### src/rtl/i2s_master_trx.sv
// I2S bus master transceiver (Philips format).
// Generates bclk and lrclk from sys_clk, serialises a one-deep held stereo
// sample onto dout and deserialises din into rx_l/rx_r once per frame.
// lrclk low selects the left channel; each sample's MSB follows one bclk after
// the lrclk edge.
module i2s_master_trx #(
    parameter int SAMPLE_SIZE = 16,
    parameter int SLOT_BITS   = 32,
    parameter int BCLK_DIV    = 8
) (
    input  logic                   sys_clk,
    input  logic                   reset,
    input  logic                   enable,
    output logic                   bclk,
    output logic                   lrclk,
    output logic                   dout,
    input  logic                   din,
    input  logic [SAMPLE_SIZE-1:0] tx_l,
    input  logic [SAMPLE_SIZE-1:0] tx_r,
    input  logic                   tx_valid,
    output logic                   tx_ready,
    output logic [SAMPLE_SIZE-1:0] rx_l,
    output logic [SAMPLE_SIZE-1:0] rx_r,
    output logic                   rx_valid,
    output logic                   underrun
);

    localparam int DW = (BCLK_DIV > 1) ? $clog2(BCLK_DIV) : 1;
    localparam int BW = $clog2(2 * SLOT_BITS);
    localparam int KW = $clog2(SLOT_BITS);
    localparam int IW = (SAMPLE_SIZE > 1) ? $clog2(SAMPLE_SIZE) : 1;

    localparam logic [DW-1:0] DIV_LAST = DW'(BCLK_DIV - 1);
    localparam logic [BW-1:0] BIT_LAST = BW'(2 * SLOT_BITS - 1);
    localparam logic [BW-1:0] SLOT_B   = BW'(SLOT_BITS);
    localparam logic [KW-1:0] SS_K     = KW'(SAMPLE_SIZE);

    logic [DW-1:0]          div_q, div_d;
    logic                   bclk_q, bclk_d;
    logic                   lrclk_q, lrclk_d;
    logic                   dout_q, dout_d;
    logic [BW-1:0]          bit_q, bit_d;
    logic                   primed_q, primed_d;
    logic                   holdFull_q, holdFull_d;
    logic [SAMPLE_SIZE-1:0] holdL_q, holdL_d, holdR_q, holdR_d;
    logic [SAMPLE_SIZE-1:0] shL_q, shL_d, shR_q, shR_d;
    logic [SAMPLE_SIZE-1:0] rxShL_q, rxShL_d, rxShR_q, rxShR_d;
    logic [SAMPLE_SIZE-1:0] rxL_q, rxL_d, rxR_q, rxR_d;
    logic                   rxValid_q, rxValid_d;
    logic                   underrun_q, underrun_d;

    logic                   divLast, fallEdge, riseEdge, frameStart;
    logic [BW-1:0]          bitNext;
    logic [KW-1:0]          kNext, kCur;
    logic [IW-1:0]          idxNext;

    // Edge detection and slot position decode shared by TX, RX and holding logic
    always_comb begin
        divLast    = (div_q == DIV_LAST);
        fallEdge   = enable && divLast && bclk_q;
        riseEdge   = enable && divLast && !bclk_q;
        bitNext    = (bit_q == BIT_LAST) ? '0 : bit_q + 1'b1;
        kNext      = (bitNext >= SLOT_B) ? KW'(bitNext - SLOT_B) : KW'(bitNext);
        kCur       = (bit_q >= SLOT_B) ? KW'(bit_q - SLOT_B) : KW'(bit_q);
        idxNext    = IW'(SS_K - kNext);
        frameStart = fallEdge && (bitNext == '0);
    end

    // Next-state logic: clock generation, serialiser, deserialiser and TX holding register
    always_comb begin
        div_d      = div_q;
        bclk_d     = bclk_q;
        lrclk_d    = lrclk_q;
        dout_d     = dout_q;
        bit_d      = bit_q;
        primed_d   = primed_q;
        holdFull_d = holdFull_q;
        holdL_d    = holdL_q;
        holdR_d    = holdR_q;
        shL_d      = shL_q;
        shR_d      = shR_q;
        rxShL_d    = rxShL_q;
        rxShR_d    = rxShR_q;
        rxL_d      = rxL_q;
        rxR_d      = rxR_q;
        rxValid_d  = 1'b0;
        underrun_d = 1'b0;

        if (!enable) begin
            div_d    = '0;
            bclk_d   = 1'b0;
            lrclk_d  = 1'b0;
            dout_d   = 1'b0;
            bit_d    = BIT_LAST;
            primed_d = 1'b0;
        end else begin
            div_d = divLast ? '0 : div_q + 1'b1;
            if (divLast) begin
                bclk_d = !bclk_q;
            end
            if (fallEdge) begin
                bit_d   = bitNext;
                lrclk_d = (bitNext >= SLOT_B);
                dout_d  = 1'b0;
                if (kNext >= KW'(1) && kNext <= SS_K) begin
                    dout_d = (bitNext >= SLOT_B) ? shR_q[idxNext] : shL_q[idxNext];
                end
                if (frameStart) begin
                    if (holdFull_q) begin
                        shL_d = holdL_q;
                        shR_d = holdR_q;
                    end else begin
                        shL_d      = '0;
                        shR_d      = '0;
                        underrun_d = 1'b1;
                    end
                    if (primed_q) begin
                        rxL_d     = rxShL_q;
                        rxR_d     = rxShR_q;
                        rxValid_d = 1'b1;
                    end
                    primed_d = 1'b1;
                end
            end
            if (riseEdge && kCur >= KW'(1) && kCur <= SS_K) begin
                if (bit_q >= SLOT_B) begin
                    rxShR_d = {rxShR_q[SAMPLE_SIZE-2:0], din};
                end else begin
                    rxShL_d = {rxShL_q[SAMPLE_SIZE-2:0], din};
                end
            end
        end

        if (frameStart && holdFull_q) begin
            holdFull_d = 1'b0;
        end else if (tx_valid && !holdFull_q) begin
            holdL_d    = tx_l;
            holdR_d    = tx_r;
            holdFull_d = 1'b1;
        end
    end

    // State registers with synchronous reset that aborts any frame in progress
    always_ff @(posedge sys_clk) begin
        if (reset) begin
            div_q      <= '0;
            bclk_q     <= 1'b0;
            lrclk_q    <= 1'b0;
            dout_q     <= 1'b0;
            bit_q      <= BIT_LAST;
            primed_q   <= 1'b0;
            holdFull_q <= 1'b0;
            holdL_q    <= '0;
            holdR_q    <= '0;
            shL_q      <= '0;
            shR_q      <= '0;
            rxShL_q    <= '0;
            rxShR_q    <= '0;
            rxL_q      <= '0;
            rxR_q      <= '0;
            rxValid_q  <= 1'b0;
            underrun_q <= 1'b0;
        end else begin
            div_q      <= div_d;
            bclk_q     <= bclk_d;
            lrclk_q    <= lrclk_d;
            dout_q     <= dout_d;
            bit_q      <= bit_d;
            primed_q   <= primed_d;
            holdFull_q <= holdFull_d;
            holdL_q    <= holdL_d;
            holdR_q    <= holdR_d;
            shL_q      <= shL_d;
            shR_q      <= shR_d;
            rxShL_q    <= rxShL_d;
            rxShR_q    <= rxShR_d;
            rxL_q      <= rxL_d;
            rxR_q      <= rxR_d;
            rxValid_q  <= rxValid_d;
            underrun_q <= underrun_d;
        end
    end

    assign bclk     = bclk_q;
    assign lrclk    = lrclk_q;
    assign dout     = dout_q;
    assign tx_ready = !holdFull_q;
    assign rx_l     = rxL_q;
    assign rx_r     = rxR_q;
    assign rx_valid = rxValid_q;
    assign underrun = underrun_q;

endmodule
### config.mk
export PLATFORM = sky130hd
export DESIGN_NAME = i2s_master_trx
export DESIGN_NICKNAME = d
export VERILOG_FILES = /design/src/rtl/i2s_master_trx.sv
export SDC_FILE = /design/constraint.sdc
export NUM_CORES = 1
export LEC_CHECK = 0
export BUFFER_PORTS_ARGS = -buffer_cell sky130_fd_sc_hd__buf_2
export CAP_MARGIN = 15
export CORE_MARGIN = 2
export CORE_UTILIZATION = 45
export CTS_CLUSTER_SIZE = 30
export DETAILED_ROUTE_END_ITERATION = 12
export GPL_TIMING_DRIVEN = 0
export PLACE_DENSITY = 0.75
export SYNTH_ARGS = -nofsm -noshare
export SYNTH_HDL_FRONTEND = slang
export SYNTH_SLANG_ARGS = --single-unit
export TNS_END_PERCENT = 20
### constraint.sdc
create_clock -name sys_clk -period 4.1 [get_ports sys_clk]
set_input_delay 0.615 -clock sys_clk [delete_from_list [all_inputs] [get_ports sys_clk]]
set_output_delay 0.615 -clock sys_clk [all_outputs]
set_load 0.05 [all_outputs]
==> results.toml <==
[status]
outcome = "finished clean"

[detailed_routing]
drt_iter0_markers = 299
first_pass_iters = 5
drtAntennaViolNets = 0
wl_per_cell_um = 13.83
totalWireLength_um = 13490
post-route-drc-count = 0
num_vias = 5031
via_per_inst = 5.160

[clock_network]
cts_sinks = 144
postCtsSetupBuffers = 0
cts_hold_buf = 0
htreeDepth = 4
cts_resized = 0
clkLatencyLatePin_ns = 0.42
cts.clk_slew.worst_paths_ns = 0.06
cts_buffer_depth = 2
cts_tree = "built"
cts_buffers = 17
root_buffer = "clkbuf_16"

[worst_hold_path]
hold_path_class = "input pin to flop"

[finish]
n_fill_cell = 1171
final_nets = 834
drive_above_1_share_pct = 17.43
final_core_util_pct = 55.44
areaGrowthSynthToFinish_pct = 19.47
antenna_cells = 0
stdcell_area_mm2 = 0.007024
regArea_mm2 = 0.002883
layout_common_cells = "176 x nand2_1, 144 x dfxtp_1, 105 x a21oi_1"
multi_input_area_mm2 = 0.002681
layout_commonest_cell = "nand2_1"

[global_route]
grt_util_all_layers_pct = 19.85
grt_pass1_vias = 4723
antenna_found_initial = 0
grt.overflow.total = 0
grt_max_degree = 17
grt_pass1_wl_um = 22540

[worst_setup_path]
slowest_stage = "o311ai_1"
slowest_delay_ns = 0.38
crit_fanout = 10
path_cells = "clkbuf_1, inv_1, ha_1, buf_2, buf_2, inv_1, a221oi_1, a21oi_1, o311ai_1, o31ai_1"
endpoint_kind = "flop"
worstSetupPathType = "flop to flop"
crit_required_ns = 4.39
start_kind = "flop"
cp.arrival_ns = 3.29

[floorplan]
io_pins = 75
die_h_um = 118.3
die_x_um = 118.3
initial_core_util_pct = 46.40
dieArea_mm2 = 0.01400
rows = 41
core_area_mm2 = 0.01267

[sta]
setup_ws_ns = 1.103
fin_crit_sh_pct = 73.09
rsz0062_at_grt = "no"
slew_viol_final = 0
setup_viol = 0
period_needed_ns = 2.997
worst_pin_slew_ns = 0.6212
finClkSkew_ns = 0.01479
max-slew-margin-rel_pct = 58.59
finalSetupTns_ns = 0
finalHoldViolCount = 0
max_freq_mhz = 333.7

[placed_design]
dp_hpwl_um = 9349
postPlaceCellArea_mm2 = 0.006465
io_buffers = 74
finalWeightedCongestion = 0.8807
post-place-ws_ns = 1.155

[synthesis]
avgSynthCellArea_um2 = 8.423
synth_top_area_cell = "dfxtp_1"
synth_area_mm2 = 0.005879
netlist_instances = 698
synth.top_cell.area_share_pct = 49.03
synth_fp_nets = 741
synth_ff_type = "dfxtp_1"
synthArstFlopShare_pct = 0
synth_area_leaders = "dfxtp_1 49%, nand2_1 11%, a21oi_1 8.9%, mux2i_1 6.3%, nand3_1 3.3%"
synth_cell_type_count = 51
yosysWarnings = 0
synth-seq-cells = 144
ys_seq_area_share_pct = 49.03
synth_edf_count = 0

[power]
power.leakage_nw = 2.681
power_w = 0.002977
ir_drop_mv = 0.2799
p_per_area_mw_per_mm2 = 423.9

[job]
timing.max_cap.violations = 0
-- cells in the mapped netlist (all sizes together) (2+ instances only) --
cell,n
nor3,3
buf,21
mux2i,37
a21oi,106
dfxtp,144
o221ai,2
a221oi,2
nor2,50
nor2b,3
xnor2,3
nor3b,3
a22oi,6
or3,2
nand4b,2
ha,6
xor2,2
or4,3
mux2,10
nand2,176
inv,6
nand2b,3
clkbuf,35
o21ai,9
and2,4
and3,4
a32oi,2
o31ai,2
nand3,39
-- metal layers --
metal / wire length, um / track usage [%] / vias to the layer above / share of wire, %
met4: 213 / 7.530 / 0 / 1.6
met1: 6490 / 25.52 / 2363 / 48
met2: 5991 / 30.35 / 104 / 44
met5: 0 / 0 / - / 0
li1: - / - / 2549 / -
met3: 789 / 7.239 / 15 / 5.9
-- per-stage QoR --
| step | hold slack, ns | std cells |
|---|---|---|
| after floorplan | 0.4043 | 698 |
| after global placement | 0.4208 | 944 |
| after detailed placement | 0.4398 | 944 |
| after CTS | 0.4252 | 975 |
| after global routing | 0.4248 | 975 |
| final | 0.4347 | 975 |
-- critical path, delay by kind of cell (launching register included) --
kind | cells | cell delay [ns]
adder cells (fa/ha/maj) | 1 | 0.31
AO/OA/AOI/OAI | 4 | 1.03
flip-flops | 1 | 0.35
buffers and inverters | 5 | 1.18
-- path summary, 6_finish.rpt --
check / endpoint / depth (start not counted) / from / slack [ns]
worst max register to register: dout / 10 / bit_q[1] / 1.10
worst max-delay path: dout / 10 / bit_q[1] / 1.10
worst min-delay path: holdR_q[14] / 3 / tx_r[14] / 0.43
worst min register to register: div_q[0] / 1 / div_q[0] / 0.44
-- cell type report --
| class | instances | share of cell area, % |
|---|---|---|
| sequential | 144 | 41.04 |
| multi-input combinational | 492 | 38.17 |
| clock buffer | 22 | 6.751 |
| timing repair buffer | 74 | 5.273 |
| buffer | 56 | 4.168 |
| tap | 172 | 3.064 |
| clock inverter | 9 | 1.211 |
| inverter | 6 | 0.3206 |
-- state kept, by name, indices dropped and copies added, names as in the netlist --
name,count
holdR_q,16
underrun,1
rx_r,16
shL_q,16
primed_q,1
div_q,3
rx_l,16
shR_q,16
rx_valid,1
holdL_q,16
bclk,1
rxShR_q,16
bit_q,6
lrclk,1
holdFull_q,1
rxShL_q,16
dout,1
-- logic make-up (layout without fill, tap and decap cells) --
family                     count (synthesis)  count (layout)  synth area share, %
and+or+nand+nor                          296             296                21.90
buffers and inverters                     62             167                5.363
AOI/OAI and AO/OA                        138             138                13.34
muxes                                     47              47                8.342
xor gates and xnor gates                   5               5               0.7450
adders and majority gates                  6               6                1.277
DFF                                      144             144                49.03
-- report_power, final --
part	switching [W]	total [W]	internal, W
sequential	0.0000104	0.00143	0.00142
combinational	0.0000727	0.000107	0.0000340
clock	0.000563	0.00144	0.000876
total	0.000646	0.00298	0.00233
Note: power is estimated with default switching activity, not from simulation.
